### src/rtl/dmtd_phase_meter_if.sv
// rtl/dmtd_phase_meter_if.sv - command, beat and result signals of the DMTD phase meter
//
// Groups everything except clk/rst.
//   master : drives start, n_meas, beat_a, beat_b, result_ready
//   slave  : drives busy, result_valid, phase_sum, period_last, n_done, timeout_err
`timescale 1ns/1ps
interface dmtd_phase_meter_if #(
   parameter int CNT_W  = 16,
   parameter int NAVG_W = 8,
   parameter int ACC_W  = 24
);
   logic              start;
   logic [NAVG_W-1:0] n_meas;
   logic              beat_a;
   logic              beat_b;
   logic              busy;
   logic              result_valid;
   logic              result_ready;
   logic [ACC_W-1:0]  phase_sum;
   logic [CNT_W-1:0]  period_last;
   logic [NAVG_W-1:0] n_done;
   logic              timeout_err;

   modport master (
      output start, n_meas, beat_a, beat_b, result_ready,
      input  busy, result_valid, phase_sum, period_last, n_done, timeout_err
   );

   modport slave (
      input  start, n_meas, beat_a, beat_b, result_ready,
      output busy, result_valid, phase_sum, period_last, n_done, timeout_err
   );
endinterface

### src/rtl/dmtd_phase_meter.sv
// rtl/dmtd_phase_meter.sv - DMTD measurement sequencer: deglitch, timestamp, accumulate A->B phase
//
// Ports:
//   clk          system clock
//   rst          asynchronous, active-high reset
//   bus (slave)  start/n_meas command, beat_a/beat_b inputs, result_valid/result_ready
//                handshake, phase_sum/period_last/n_done/timeout_err results, busy
`timescale 1ns/1ps
module dmtd_phase_meter #(
   parameter int CNT_W    = 16,
   parameter int NAVG_W   = 8,
   parameter int ACC_W    = 24,
   parameter int DEGLITCH = 4
) (
   input  logic                 clk,
   input  logic                 rst,
   dmtd_phase_meter_if.slave    bus
);

   localparam int DG_W = $clog2(DEGLITCH + 1);

   typedef enum logic [2:0] {
      S_IDLE,
      S_ARM,
      S_WAIT_B,
      S_WAIT_A,
      S_DONE
   } state_t;

   // Channel index 0 = A (reference), 1 = B.
   logic [1:0]            beat;
   logic [1:0]            s_q, s_d;
   logic [1:0]            ev_q, ev_d;
   logic [1:0][DG_W-1:0]  run_q, run_d;
   logic                  ev_a, ev_b;

   logic [CNT_W-1:0]      tb_q, tb_d;
   logic [CNT_W-1:0]      wd_q, wd_d;
   logic [CNT_W-1:0]      ta_q, ta_d;
   logic [CNT_W-1:0]      per_q, per_d;
   logic [CNT_W-1:0]      diff;
   logic [ACC_W-1:0]      acc_q, acc_d;
   logic [NAVG_W-1:0]     n_q, n_d;
   logic [NAVG_W-1:0]     nd_q, nd_d, nd_inc;
   logic                  to_q, to_d;
   logic                  init_q;
   logic                  wd_max;
   state_t                state_q, state_d;

   assign beat = {bus.beat_b, bus.beat_a};
   assign ev_a = ev_q[0];
   assign ev_b = ev_q[1];

   // The event register makes ev_x visible DEGLITCH cycles after the first
   // new-level sample, equally on both channels.
   always_comb begin
      s_d   = s_q;
      run_d = '0;
      ev_d  = '0;
      for (int ch = 0; ch < 2; ch++) begin
         if (beat[ch] != s_q[ch]) begin
            if (run_q[ch] == DG_W'(DEGLITCH - 1)) begin
               s_d[ch]  = ~s_q[ch];
               ev_d[ch] = ~s_q[ch];
            end else begin
               run_d[ch] = run_q[ch] + DG_W'(1);
            end
         end
      end
   end

   assign tb_d   = tb_q + CNT_W'(1);
   // Phase sample (t_b - t_a) and period (t_a - previous t_a) share one
   // modular subtraction against the latched t_a.
   assign diff   = tb_q - ta_q;
   assign nd_inc = nd_q + NAVG_W'(1);
   assign wd_max = &wd_q;

   always_comb begin
      state_d = state_q;
      n_d     = n_q;
      ta_d    = ta_q;
      per_d   = per_q;
      acc_d   = acc_q;
      nd_d    = nd_q;
      to_d    = to_q;
      wd_d    = wd_q;

      case (state_q)
         S_IDLE: begin
            // init_q blocks a start coinciding with reset release.
            if (bus.start && init_q && (bus.n_meas != '0)) begin
               n_d     = bus.n_meas;
               acc_d   = '0;
               nd_d    = '0;
               to_d    = 1'b0;
               state_d = S_ARM;
            end
         end
         S_ARM: begin
            if (wd_max) begin
               to_d    = 1'b1;
               state_d = S_DONE;
            end else if (ev_a) begin
               ta_d    = tb_q;
               state_d = S_WAIT_B;
            end
         end
         S_WAIT_B: begin
            if (wd_max) begin
               to_d    = 1'b1;
               state_d = S_DONE;
            end else if (ev_b) begin
               acc_d = acc_q + ACC_W'(diff);
               nd_d  = nd_inc;
               if (nd_inc == n_q) begin
                  state_d = S_DONE;
               end else if (ev_a) begin
                  // Coincident edges: sample used the old t_a, next A starts now.
                  ta_d  = tb_q;
                  per_d = diff;
               end else begin
                  state_d = S_WAIT_A;
               end
            end else if (ev_a) begin
               // Missed B edge: restart the pair from this A edge.
               ta_d  = tb_q;
               per_d = diff;
            end
         end
         S_WAIT_A: begin
            if (wd_max) begin
               to_d    = 1'b1;
               state_d = S_DONE;
            end else if (ev_a) begin
               ta_d    = tb_q;
               per_d   = diff;
               state_d = S_WAIT_B;
            end
         end
         S_DONE: begin
            if (bus.result_ready) begin
               state_d = S_IDLE;
            end
         end
         default: state_d = S_IDLE;
      endcase

      if ((state_q == S_ARM) || (state_q == S_WAIT_A) || (state_q == S_WAIT_B)) begin
         wd_d = wd_q + CNT_W'(1);
      end
      if (state_d != state_q) begin
         wd_d = '0;
      end
   end

   always_ff @(posedge clk or posedge rst) begin
      if (rst) begin
         s_q     <= '0;
         ev_q    <= '0;
         run_q   <= '0;
         tb_q    <= '0;
         wd_q    <= '0;
         ta_q    <= '0;
         per_q   <= '0;
         acc_q   <= '0;
         n_q     <= '0;
         nd_q    <= '0;
         to_q    <= 1'b0;
         init_q  <= 1'b0;
         state_q <= S_IDLE;
      end else begin
         s_q     <= s_d;
         ev_q    <= ev_d;
         run_q   <= run_d;
         tb_q    <= tb_d;
         wd_q    <= wd_d;
         ta_q    <= ta_d;
         per_q   <= per_d;
         acc_q   <= acc_d;
         n_q     <= n_d;
         nd_q    <= nd_d;
         to_q    <= to_d;
         init_q  <= 1'b1;
         state_q <= state_d;
      end
   end

   assign bus.busy         = (state_q != S_IDLE);
   assign bus.result_valid = (state_q == S_DONE);
   assign bus.phase_sum    = acc_q;
   assign bus.period_last  = per_q;
   assign bus.n_done       = nd_q;
   assign bus.timeout_err  = to_q;

endmodule

### src/flat_wrapper.sv
// flat-port wrapper written by rule: the top's interface ports become plain ports
module dmtd_phase_meter_flat 
#(
   parameter int CNT_W    = 16,
   parameter int NAVG_W   = 8,
   parameter int ACC_W    = 24,
   parameter int DEGLITCH = 4
)
  (clk, rst, bus_start, bus_n_meas, bus_beat_a, bus_beat_b, bus_result_ready, bus_busy, bus_result_valid, bus_phase_sum, bus_period_last, bus_n_done, bus_timeout_err);
  dmtd_phase_meter_if #(.CNT_W(CNT_W), .NAVG_W(NAVG_W), .ACC_W(ACC_W)) bus_i ();
  input  logic clk;
  input  logic rst;
  input wire logic [$bits(bus_i.start)-1:0] bus_start;
  input wire logic [$bits(bus_i.n_meas)-1:0] bus_n_meas;
  input wire logic [$bits(bus_i.beat_a)-1:0] bus_beat_a;
  input wire logic [$bits(bus_i.beat_b)-1:0] bus_beat_b;
  input wire logic [$bits(bus_i.result_ready)-1:0] bus_result_ready;
  output wire logic [$bits(bus_i.busy)-1:0] bus_busy;
  output wire logic [$bits(bus_i.result_valid)-1:0] bus_result_valid;
  output wire logic [$bits(bus_i.phase_sum)-1:0] bus_phase_sum;
  output wire logic [$bits(bus_i.period_last)-1:0] bus_period_last;
  output wire logic [$bits(bus_i.n_done)-1:0] bus_n_done;
  output wire logic [$bits(bus_i.timeout_err)-1:0] bus_timeout_err;
  assign bus_i.start = bus_start;
  assign bus_i.n_meas = bus_n_meas;
  assign bus_i.beat_a = bus_beat_a;
  assign bus_i.beat_b = bus_beat_b;
  assign bus_i.result_ready = bus_result_ready;
  assign bus_busy = bus_i.busy;
  assign bus_result_valid = bus_i.result_valid;
  assign bus_phase_sum = bus_i.phase_sum;
  assign bus_period_last = bus_i.period_last;
  assign bus_n_done = bus_i.n_done;
  assign bus_timeout_err = bus_i.timeout_err;
  dmtd_phase_meter #(.CNT_W(CNT_W), .NAVG_W(NAVG_W), .ACC_W(ACC_W), .DEGLITCH(DEGLITCH)) u_core (.clk(clk), .rst(rst), .bus(bus_i));
endmodule
### config.mk
export PLATFORM = sky130hd
export DESIGN_NAME = dmtd_phase_meter_flat
export DESIGN_NICKNAME = d
export VERILOG_FILES = /design/src/rtl/dmtd_phase_meter_if.sv /design/src/rtl/dmtd_phase_meter.sv /design/src/flat_wrapper.sv
export SDC_FILE = /design/constraint.sdc
export NUM_CORES = 1
export LEC_CHECK = 0
export BUFFER_PORTS_ARGS = -buffer_cell sky130_fd_sc_hd__buf_2
export CORE_ASPECT_RATIO = 0.7
export CORE_UTILIZATION = 40
export DETAILED_ROUTE_END_ITERATION = 6
export SLEW_MARGIN = 30
export SYNTH_ARGS = -nofsm -noshare
export SYNTH_HDL_FRONTEND = slang
export SYNTH_SLANG_ARGS = --single-unit
### constraint.sdc
create_clock -name clk -period 6.2 [get_ports clk]
set_input_delay 1.24 -clock clk [delete_from_list [all_inputs] [get_ports clk]]
set_output_delay 1.24 -clock clk [all_outputs]
set_load 0.01 [all_outputs]
# Yosys cells after proc, flatten, opt, wreduce, memory -nomap -nowiden

Index checks and enable logic that the tools add are counted.

Bits in registers: 119
Input bits: 14

Add/subtract/negate cells: 7
Reductions and logical operators: 22
Bitwise logic cells: 2
Equality and inequality tests: 17
Multiplexer cells: 42

Operators by type and width:

| cell                                                                     | count |
|---|---|
| 16-bit 2-to-1 mux                                                        | 12 |
| 24-bit 2-to-1 mux                                                        | 3 |
| 16-bit case mux with 2 select lines                                      | 2 |
| 24-bit case mux with 2 select lines                                      | 1 |
| 3-bit 2-to-1 mux                                                         | 12 |
| 16-bit by 1-bit adder with 16-bit output (second input constant)         | 2 |
| 24-bit by 16-bit adder with 24-bit output                                | 1 |
| 8-bit 2-to-1 mux                                                         | 3 |
| 8-bit case mux with 2 select lines                                       | 1 |
| 16-bit AND reduction                                                     | 1 |
| 16-bit subtractor                                                        | 1 |
| 3-bit by 2-bit equality test with 1-bit output (second input constant)   | 4 |
| 3-bit case mux with 4 select lines                                       | 1 |
| 4-bit AND reduction                                                      | 3 |
| 2-bit nonzero test                                                       | 5 |
| 8-bit by 1-bit adder with 8-bit output (second input constant)           | 1 |
| 8-bit equality test                                                      | 1 |
| 8-bit nonzero test                                                       | 1 |
| 3-bit by 1-bit adder with 3-bit output (second input constant)           | 2 |
| 1-bit 2-to-1 mux                                                         | 6 |
| 2-bit by 1-bit inequality test with 1-bit output (second input constant) | 3 |
| 2-bit inequality test (second input constant)                            | 3 |
| 2-bit AND reduction                                                      | 3 |
| 3-bit by 1-bit equality test with 1-bit output (second input constant)   | 1 |
| 13 further kinds                                                         | 17 |

# Logic depth before layout (Yosys ltp)

Gate-level depths: netlist (run 1).

Depth after elaboration: 8
Gate-level depth with buffers: 19

# Worst setup path after synthesis (run 1)

Ideal clock, no wire load.

Path kind: flip-flop to flip-flop
From: register u_core.tb_q[0]
To: register u_core.acc_q[15], in the netlist u_core.bus.phase_sum[15]
Period minus slack after synthesis: 3,768 ps
Path slack: 2,432 ps
Stages on the path, launching flop included: 20
Arrival: 3,633 ps
Buffers on the path: 0
Cells stage by stage: dfrtp_1 > inv_1 > ha_1 > inv_1 > fa_1 > a21o_1 > a21o_1 > a21oi_1 > o21ai_0 > a21oi_1 > xnor2_1 > ha_1 > o21a_1 > nor2_1 > nor2_1 > a221o_1 > a2111o_1 > o21ai_0 > xor2_1 > o31ai_1

Cells in the longest elaborated chain, start to end: 5

Ends and longest elaborated chain:

| item                                      | RTL line                | source |
|---|---|---|
| from (decl)                               | dmtd_phase_meter.sv:37  | `logic [CNT_W-1:0] tb_q, tb_d;` |
| from (signal assigned)                    | dmtd_phase_meter.sv:176 | `tb_q <= tb_d;` |
| 16-bit subtractor                         | dmtd_phase_meter.sv:75  | `assign diff = tb_q - ta_q;` |
| via u_core.diff[8]                        | dmtd_phase_meter.sv:41  | `logic [CNT_W-1:0] diff;` |
| 24-bit by 16-bit adder with 24-bit output | dmtd_phase_meter.sv:114 | `acc_d = acc_q + ACC_W'(diff);` |
| 24-bit 2-to-1 mux                         | dmtd_phase_meter.sv:113 | `end else if (ev_b) begin` |
| 24-bit 2-to-1 mux                         | dmtd_phase_meter.sv:110 | `if (wd_max) begin` |
| 24-bit case mux with 2 select lines       | dmtd_phase_meter.sv:89  | `case (state_q)` |
| to (signal assigned)                      | dmtd_phase_meter.sv:166 | `acc_q <= '0;` |
| to (signal assigned)                      | dmtd_phase_meter.sv:180 | `acc_q <= acc_d;` |
| to (decl)                                 | dmtd_phase_meter.sv:42  | `logic [ACC_W-1:0] acc_q, acc_d;` |

The timed path passes the listed nets, and every way through them passes these cells. The select of a mux whose other input is x is not followed.
A chain may end at the register's enable or synchronous reset.

# Worst setup path in the final report (run 1)

From: register u_core.tb_q[1]
To: register u_core.acc_q[22], in the netlist u_core.bus.phase_sum[22]

Same word-level chain as after synthesis.

==> results.json, run 1 <==
{
  "slowest_stage": "o31ai_1",
  "cts_buffer_depth": 2,
  "arrival_ns": 4.83,
  "grt_pass1_wl_um": 26800,
  "period_needed_ns": 4.57,
  "clock-sinks": 119,
  "post_cts.repair.setup_buffers": 0,
  "synth_flop_cell": "dfrtp_1",
  "fmax_ghz": 0.219,
  "syn_avg_cell_area_um2": 9.89,
  "die_area_mm2": 0.0175,
  "hold_viol": 0,
  "routed_wl_um": 16200,
  "start_kind": "flop",
  "fin_util_pct": 48.5,
  "p_per_area_mw_per_mm2": 433,
  "fin_crit_sh_pct": 73.7,
  "dr.pass1.iters": 5,
  "grt_pass1_vias": 5252,
  "clkLatencyLatePin_ns": 0.41,
  "portBuffers": 64,
  "cts_resized": 0,
  "hold_ws_ns": 0.448,
  "syn_inst": 685,
  "fp.coreArea_mm2": 0.0164,
  "vias": 5280,
  "htree_levels": 4,
  "cp_top_family": "compound AO/OA/AOI/OAI gates",
  "required_ns": 6.46,
  "hpwlAfterDp_um": 11700,
  "grt_max_degree": 71,
  "gr-usage-all-layers_pct": 19.9,
  "synth_nets": 740,
  "wl_met2_um": 7230,
  "cts_tree": "yes",
  "crit_chain": "ha_1 > nor2b_1 > o31ai_1 > a211oi_1 > o31ai_1 > o21bai_1 > a21oi_1 > xnor2_1 > ha_1 > a21o_1 > or3_1 > or3_1 > a311oi_1 > or3_1 > a21oi_1",
  "skew_ns": 0.00808,
  "place_congestion": 0.784,
  "max_stage_delay_ns": 0.54,
  "seq_area_frac_synth_pct": 43.9,
  "nets": 807,
  "root_buffer": "clkbuf_16",
  "leakagePower_uw": 0.00385,
  "drv_cap": 0,
  "remaining_drc_errors": 0,
  "path_clk_slew_ns": 0.05,
  "dieHeight_um": 111,
  "min_path_type": "reg2reg",
  "initial_core_util_pct": 41.2,
  "status": "completed",
  "wl_met1_um": 8100,
  "worst-setup-path-type": "reg2reg",
  "diodes": 0,
  "synth_edf_count": 0,
  "drive_above_1_share_pct": 18.0,
  "wl_per_cell_um": 16.3,
  "antenna_left": 0,
  "via_per_inst": 5.33,
  "rsz0062_at_grt": "false",
  "final_cell_mix": "dfrtp_1 (119), nand2_1 (82), buf_2 (64)",
  "area_growth_pct": 17.8,
  "fin_tns_setup_ns": 0,
  "rrSetupSlack_ns": 1.63,
  "power_frac_clock_pct": 29.0,
  "final_common_cell": "dfrtp_1",
  "ys_seq_elements": 119,
  "async_flop_share_pct": 100,
  "end_kind": "flop",
  "antenna_found_initial": 0,
  "internal_power_uw": 2210,
  "crit_top_cell": "or3_1",
  "tightest_slew_ns": 0.787,
  "pwr-share-seq_pct": 33.2,
  "ir_drop_v": 0.000147,
  "fp.dieW_um": 158,
  "rows": 39,
  "setup_viol": 0,
  "met3_length_um": 555,
  "drt_iter0_markers": 310,
  "slew_violations": 0,
  "cts_made_buffers": 17,
  "combPwrFrac_pct": 37.8,
  "hold_buffers": 0,
  "synth_area_mm2": 0.00678,
  "p_switching_uw": 1250,
  "overflow": 0,
  "yosys_warnings": 0,
  "swShare_pct": 36.1,
  "synth_cell_types": 64,
  "critPathBufInv": 0,
  "io_pins": 65,
  "top_layer": "met4",
  "path_max_fanout": 8,
  "slew_headroom_pct": 47.4
}
[routing by layer]
| metal | vias up | global-route usage, % |
|---|---|---|
| li1 | 2559 | - |
| met1 | 2596 | 28.4 |
| met2 | 104 | 29.3 |
| met3 | 21 | 4.73 |
| met4 | 0 | 7.25 |
| met5 | - | 0 |
[logic make-up (layout without fill, tap and decap cells)]
kind of cell | Yosys count | count (layout) | share of synthesized area, %
buffers and inverters | 57 | 137 | 3.64
muxes | 36 | 36 | 6.26
other | 1 | 1 | 0.0553
xor gates and xnor gates | 64 | 64 | 8.27
DFF | 119 | 119 | 43.9
AOI/OAI and AO/OA | 128 | 128 | 12.4
and+or+nand+nor | 239 | 239 | 17.7
adders and majority gates | 41 | 41 | 7.79
[stage by stage]
stage / cell area [um^2] / setup slack [ns] / instances / total power, uW
2_1_floorplan: 6780 / 1.80 / 685 / 2090
6_report: 7980 / 1.63 / 990 / 3460
4_1_cts: 7970 / 1.67 / 990 / 3480
5_1_grt: 7980 / 1.33 / 990 / 3700
3_3_place_gp: 7300 / 1.83 / 956 / 2400
3_5_place_dp: 7370 / 1.69 / 958 / 2450
[state kept, by name, summed over array words and instances, names as in the netlist, 2 cells and up]
register / flops
u_core.bus.phase_sum: 24
u_core.bus.period_last: 16
u_core.ta_q: 16
u_core.tb_q: 16
u_core.wd_q: 16
u_core.bus.n_done: 8
u_core.n_q: 8
u_core.run_q: 6
u_core.state_q: 3
u_core.ev_q: 2
u_core.s_q: 2
[cell type report]
| type | count | area [um^2] |
|---|---|---|
| flip-flops and latches | 119 | 2980 |
| repair buffers | 67 | 383 |
| well taps | 225 | 282 |
| multi-input cells | 509 | 3590 |
| clock buffers | 24 | 482 |
| fillers | 1556 | 8460 |
| clock inverters | 8 | 120 |
| inverters | 38 | 148 |
[cell usage after synthesis, drive strengths merged, types with 6 or more instances]
cell type / count / area [um^2]
dfrtp: 119 / 2980
nand2: 82 / 308
nor2: 41 / 154
ha: 39 / 488
inv: 38 / 143
xor2: 35 / 307
a21oi: 32 / 164
o21ai: 32 / 160
mux2: 30 / 364
xnor2: 29 / 254
nand3: 27 / 135
nor3: 19 / 95.1
o31ai: 17 / 133
nand4: 13 / 96.3
and3: 12 / 76.3
buf: 10 / 70.1
nor2b: 10 / 65.1
clkbuf: 9 / 33.8
or3: 9 / 56.3
o21a: 8 / 60.1
a21o: 7 / 52.6
mux2i: 6 / 60.1
[power groups by stage]
| stage | Clock [uW] | Combinational [uW] | Sequential [uW] |
|---|---|---|---|
| floorplan | 0 | 944 | 1150 |
| global placement | 0 | 1250 | 1150 |
| detailed placement | 0 | 1290 | 1160 |
| CTS | 1030 | 1300 | 1150 |
| global route | 1060 | 1470 | 1180 |
| finish | 1000 | 1310 | 1150 |
[final timing paths]
check	from	end	cells past startpoint
max reg2reg	u_core.tb_q[1]$_DFF_PP0_	u_core.bus.phase_sum[22]$_DFFE_PP0P_	15
min	u_core.run_q[3]$_DFF_PP0_	u_core.run_q[3]$_DFF_PP0_	1
min reg2reg	u_core.run_q[3]$_DFF_PP0_	u_core.run_q[3]$_DFF_PP0_	1
max in group asynchronous	rst	u_core.bus.phase_sum[11]$_DFFE_PP0P_	3
max	u_core.tb_q[1]$_DFF_PP0_	u_core.bus.phase_sum[22]$_DFFE_PP0P_	15
min in group asynchronous	rst	u_core.bus.phase_sum[0]$_DFFE_PP0P_	2
(Power assumes the default switching activity.)
==> inputs of run 2 (changes only) <==
- clock period: 6.2 -> 4.05 ns (I/O delays scaled with it)
==> run 2 against run 1 <==
Net effect: worst hold slack got worse by 0.0061 ns; sequential share of layout area fell by 1.1 points; total power rose by 65%; critical path depth rose by 1; final cell count rose by 1.7%; worst setup slack got worse by 1.5 ns; die area did not move; maximum frequency rose by 16%; largest cell class unchanged; sequential power rose by 54%.
==> results.json, run 2 (same netlist as run 1, synthesis figures left out) <==
{
  "diodes": 0,
  "largest_reg_flops": 24,
  "hold_buffers": 0,
  "ir_drop_v": 0.000298,
  "vias": 5375,
  "grt_pass1_wl_um": 26900,
  "status": "completed",
  "io_pins": 65,
  "dr.pass1.iters": 5,
  "nets": 824,
  "routed_wl_um": 16400,
  "clkLatencyLatePin_ns": 0.44,
  "tightest_slew_ns": 0.772,
  "period_needed_ns": 3.94,
  "grt_max_degree": 61,
  "fin_area_mm2": 0.00823,
  "start_kind": "flop",
  "fp.coreArea_mm2": 0.0164,
  "initial_core_util_pct": 41.2,
  "cts_tree": "yes",
  "drv_cap": 0,
  "fmax_ghz": 0.254,
  "leakagePower_uw": 0.00397,
  "hold_viol": 0,
  "r2r_cells": 16,
  "swShare_pct": 35.9,
  "crit_chain": "inv_1 > ha_1 > nor2b_1 > o31ai_2 > a211oi_2 > o31ai_2 > o21bai_1 > a21oi_1 > xnor2_1 > ha_1 > a21o_1 > or3_1 > or3_4 > a311oi_2 > or3_1 > a21oi_1",
  "rows": 39,
  "place_congestion": 0.849,
  "final_common_cell": "dfrtp_1",
  "pwr-share-seq_pct": 31.1,
  "root_buffer": "clkbuf_16",
  "htree_levels": 4,
  "via_per_inst": 5.34,
  "rrSetupSlack_ns": 0.11,
  "cts_buffer_depth": 2,
  "dp_worst_setup_slack_ns": -0.0778,
  "grt_pass1_vias": 5147,
  "critPathBufInv": 1,
  "remaining_drc_errors": 0,
  "holdPathEnd": "u_core.tb_q[0]$_DFF_PP0_",
  "die_area_mm2": 0.0175,
  "holdPathStages": 1,
  "reg2reg_to": "u_core.bus.phase_sum[22]$_DFFE_PP0P_",
  "fin_util_pct": 50.0,
  "max_stage_delay_ns": 0.38,
  "p_switching_uw": 2040,
  "hold_ws_ns": 0.442,
  "min_path_type": "reg2reg",
  "internal_power_uw": 3650,
  "overflow": 0,
  "dpl_cell_area_mm2": 0.00742,
  "drive_above_1_share_pct": 23.0,
  "drt_iter0_markers": 428,
  "setup_viol": 0,
  "area_growth_pct": 21.4,
  "dieHeight_um": 111,
  "worst-setup-path-type": "reg2reg",
  "worstHoldStart": "u_core.tb_q[0]$_DFF_PP0_",
  "cts_made_buffers": 17,
  "path_max_fanout": 3,
  "final_cell_mix": "dfrtp_1 (119), nand2_1 (82), buf_2 (64)",
  "p_per_area_mw_per_mm2": 691,
  "clock-sinks": 119,
  "worst_slack_ns": 0.108,
  "hpwlAfterDp_um": 11700,
  "arrival_ns": 4.21,
  "antenna_left": 0,
  "skew_ns": 0.0175,
  "portBuffers": 64,
  "slew_headroom_pct": 48.5,
  "end_kind": "flop",
  "fp.dieW_um": 158,
  "path_clk_slew_ns": 0.05,
  "power_frac_clock_pct": 30.5,
  "antenna_found_initial": 0,
  "slowest_stage": "dfrtp_1",
  "wl_per_cell_um": 16.3,
  "rr_startpoint": "u_core.ta_q[1]$_DFFE_PP0P_",
  "fin_crit_sh_pct": 97.3,
  "cp_top_family": "compound AO/OA/AOI/OAI gates",
  "combPwrFrac_pct": 38.4,
  "gr-usage-all-layers_pct": 20.0,
  "required_ns": 4.32,
  "fillCellCount": 1526,
  "slew_violations": 0
}
## run 2: cell types whose count changed in the layout (fill, tap and decap cells not counted), sizes merged
cell / previous run / this run
clkbuf: 24 / 18
clkinv: 3 / 6
buf: 67 / 84
bufinv: 3 / 6
## run 2: layout make-up
class	instances	area (um^2)	share of cell area, %
clock inverters	14	229	2.78
multi-input cells	509	3670	44.6
well taps	225	282	3.42
clock buffers	18	439	5.34
flip-flops and latches	119	2980	36.2
repair buffers	84	483	5.87
inverters	38	145	1.76
## run 2: worst max path at each step
stage                                from                                   end  slack, ns  cells past startpoint
3_5_place_dp     u_core.tb_q[0]$_DFF_PP0_  u_core.bus.phase_sum[15]$_DFFE_PP0P_      -0.08                     19
2_1_floorplan                         rst      u_core.bus.n_done[0]$_DFFE_PP0P_       0.08                      1
3_3_place_gp   u_core.ta_q[1]$_DFFE_PP0P_  u_core.bus.phase_sum[22]$_DFFE_PP0P_      -0.03                     16
6_report       u_core.ta_q[1]$_DFFE_PP0P_  u_core.bus.phase_sum[22]$_DFFE_PP0P_       0.11                     16
4_1_cts          u_core.tb_q[0]$_DFF_PP0_  u_core.bus.phase_sum[15]$_DFFE_PP0P_      -0.02                     19
5_1_grt        u_core.ta_q[1]$_DFFE_PP0P_  u_core.bus.phase_sum[22]$_DFFE_PP0P_      -0.05                     16
## run 2: per-layer routing
| layer | wire (um) | GRT usage [%] |
|---|---|---|
| met1 | 8430 | 30.7 |
| met2 | 6890 | 27.1 |
| met3 | 868 | 4.38 |
| met4 | 201 | 6.93 |
| met5 | 0 | 0 |
## run 2: repair_timing
item | in CTS | in global routing
buffers inserted | 0 | 6
endpoints found under the setup margin | 8 | 12
pin swaps | 1 | 19
gates resized for setup | 3 | 25
## run 2: per-stage QoR
step	power [uW]	setup TNS (ns)	instances
final	5690	0	1007
after global routing	6060	-0.0834	1007
after CTS	5560	-0.0334	1001
after detailed placement	3790	-0.291	969
after global placement	3720	-0.0285	969
after floorplan	3200	0	685
## run 2: power by group through the flow
stage / registers, uW / clock network, uW / logic, uW
2_1_floorplan: 1760 / 0 / 1450
3_3_place_gp: 1770 / 0 / 1950
3_5_place_dp: 1790 / 0 / 2000
4_1_cts: 1770 / 1760 / 2030
5_1_grt: 1810 / 1820 / 2430
6_report: 1770 / 1730 / 2190
==> inputs of run 3 (changes only) <==
- clock period: 4.05 -> 3.6 ns (I/O delays scaled with it)
==> run 3 against run 2 <==
Net effect: final cell count up 6.2%; largest cell class unchanged; worst hold slack worse by 0.090 ns; the run now ends with setup timing left; critical endpoint unchanged; global-route usage up 0.26 points; total power up 22%; combinational power up 41%.
==> results.json, run 3 (same netlist as run 1, synthesis figures left out) <==
{
  "r2r_cells": 18,
  "path_max_fanout": 3,
  "final_cell_mix": "dfrtp_1 (119), buf_4 (79), nand2_1 (78)",
  "reg2reg_to": "u_core.bus.phase_sum[22]$_DFFE_PP0P_",
  "cp_num_cells": 18,
  "drv_cap": 0,
  "power_frac_clock_pct": 26.7,
  "root_buffer": "clkbuf_16",
  "end_kind": "flop",
  "cts_made_buffers": 17,
  "hpwlAfterDp_um": 11700,
  "skew_ns": 0.0103,
  "via_per_inst": 5.24,
  "critPathLaunch": "u_core.tb_q[0]$_DFF_PP0_",
  "max_stage_delay_ns": 0.39,
  "rsz0062_at_grt": "true",
  "p_switching_uw": 2520,
  "slew_violations": 0,
  "pwr-share-seq_pct": 28.9,
  "initial_core_util_pct": 41.2,
  "gr-usage-all-layers_pct": 20.2,
  "routed_wl_um": 17300,
  "period_needed_ns": 3.88,
  "htree_levels": 4,
  "diodes": 0,
  "setup_viol": 12,
  "cts_tree": "yes",
  "dieHeight_um": 111,
  "portBuffers": 64,
  "dp_worst_setup_slack_ns": -0.261,
  "rr_startpoint": "u_core.tb_q[0]$_DFF_PP0_",
  "status": "finished, violations left",
  "drive_above_1_share_pct": 31.8,
  "worst_slack_ns": -0.280,
  "violations": "setup timing",
  "slowest_stage": "dfrtp_1",
  "nets": 886,
  "grt_pass1_vias": 5524,
  "place_congestion": 0.867,
  "area_growth_pct": 30.6,
  "fin_crit_sh_pct": 108,
  "fin_util_pct": 53.8,
  "overflow": 0,
  "swShare_pct": 36.3,
  "rrSetupSlack_ns": -0.28,
  "grt_pass1_wl_um": 27500,
  "cp_top_family": "compound AO/OA/AOI/OAI gates",
  "clock-sinks": 119,
  "min_path_type": "in2async",
  "slew_headroom_pct": 56.2,
  "required_ns": 3.87,
  "dpl_cell_area_mm2": 0.00777,
  "arrival_ns": 4.15,
  "cts_buffer_depth": 2,
  "crit_top_cell": "a21o_1",
  "clkLatencyLatePin_ns": 0.43,
  "critPathBufInv": 2,
  "hold_buffers": 0,
  "fp.coreArea_mm2": 0.0164,
  "rows": 39,
  "internal_power_uw": 4430,
  "drt_iter0_markers": 369,
  "vias": 5601,
  "worst-setup-path-type": "reg2reg",
  "path_clk_slew_ns": 0.06,
  "io_pins": 65,
  "combPwrFrac_pct": 44.4,
  "cp-endpoint": "u_core.bus.phase_sum[22]$_DFFE_PP0P_",
  "hold_viol": 0,
  "fin_area_mm2": 0.00885,
  "dr.pass1.iters": 4,
  "antenna_found_initial": 0,
  "largest_reg_flops": 24,
  "wl_per_cell_um": 16.2,
  "fp.dieW_um": 158,
  "ir_drop_v": 0.000535,
  "grt_max_degree": 52,
  "crit_chain": "inv_2 > ha_4 > inv_2 > fa_2 > a21o_1 > a21o_1 > a21oi_2 > o21ai_2 > a211o_1 > nand2_2 > xnor2_2 > ha_2 > a21o_1 > or3_1 > or3_4 > a311oi_2 > or3_1 > a21oi_2",
  "fmax_ghz": 0.258,
  "start_kind": "flop",
  "tightest_slew_ns": 0.657,
  "antenna_left": 0,
  "leakagePower_uw": 0.00429,
  "final_common_cell": "dfrtp_1",
  "p_per_area_mw_per_mm2": 786,
  "remaining_drc_errors": 0,
  "die_area_mm2": 0.0175
}
[run 3: changes by cell type in the layout (fill, tap and decap cells not counted), sizes merged]
cell / previous run / this run
buf: 84 / 146
clkbuf: 18 / 21
bufinv: 6 / 4
clkinv: 6 / 5
clkinvlp: 2 / 3
inv: 38 / 37
[run 3: timing repair]
action / in CTS / in global routing
resized for setup: 39 / 27
gates cloned: 0 / 0
buffers inserted: 10 / 13
endpoints found under the setup margin: 12 / 13
pin swaps: 24 / 39
[run 3: cell type report]
class                      count  area, um^2
fill                        1446        7590
tap                          225         282
timing repair buffer         146         956
clock buffer                  21         470
sequential                   119        2980
multi-input combinational    509        3850
inverter                      38         146
clock inverter                11         171
[run 3: worst min path at each step]
stage	start	end	slack, ns	cells after the start
floorplan	u_core.run_q[0]$_DFF_PP0_	u_core.run_q[0]$_DFF_PP0_	0.42	1
global placement	u_core.run_q[0]$_DFF_PP0_	u_core.run_q[0]$_DFF_PP0_	0.43	1
detailed placement	u_core.run_q[3]$_DFF_PP0_	u_core.run_q[3]$_DFF_PP0_	0.45	1
CTS	rst	u_core.bus.phase_sum[7]$_DFFE_PP0P_	0.36	2
global route	rst	u_core.bus.phase_sum[7]$_DFFE_PP0P_	0.40	2
finish	rst	u_core.bus.phase_sum[7]$_DFFE_PP0P_	0.35	2
[run 3: worst register-to-register path, stage by stage, from the launching register on]
cell,delay [ns]
dfrtp_1,0.39
inv_2,0.08
ha_4,0.13
inv_2,0.03
fa_2,0.34
a21o_1,0.17
a21o_1,0.19
a21oi_2,0.17
o21ai_2,0.09
a211o_1,0.34
nand2_2,0.11
xnor2_2,0.08
ha_2,0.20
a21o_1,0.19
or3_1,0.32
or3_4,0.38
a311oi_2,0.28
or3_1,0.18
a21oi_2,0.06
[run 3: layer usage]
layer / routed length, um / part of all wire, % / GRT usage, %
met5: 0 / 0 / 0
met4: 281 / 1.6 / 7.18
met3: 658 / 3.8 / 4.42
met2: 7970 / 46 / 31.0
met1: 8390 / 48 / 28.1
[run 3: power by group through the flow]
stage / registers [uW] / clock network, uW / logic, uW
after floorplan: 1980 / 0 / 1640
after global placement: 2000 / 0 / 2510
after detailed placement: 2010 / 0 / 2590
after CTS: 2000 / 1870 / 2850
after global routing: 2050 / 1930 / 3400
final: 2010 / 1860 / 3090
[run 3: through the flow]
| stage | hold slack (ns) | cells | setup TNS [ns] | power, uW |
|---|---|---|---|---|
| 2_1_floorplan | 0.419 | 685 | -0.0191 | 3620 |
| 3_3_place_gp | 0.427 | 1016 | -1.26 | 4510 |
| 3_5_place_dp | 0.454 | 1016 | -2.22 | 4600 |
| 4_1_cts | 0.365 | 1058 | -0.540 | 6730 |
| 5_1_grt | 0.397 | 1069 | -3.41 | 7390 |
| 6_report | 0.352 | 1069 | -1.60 | 6960 |
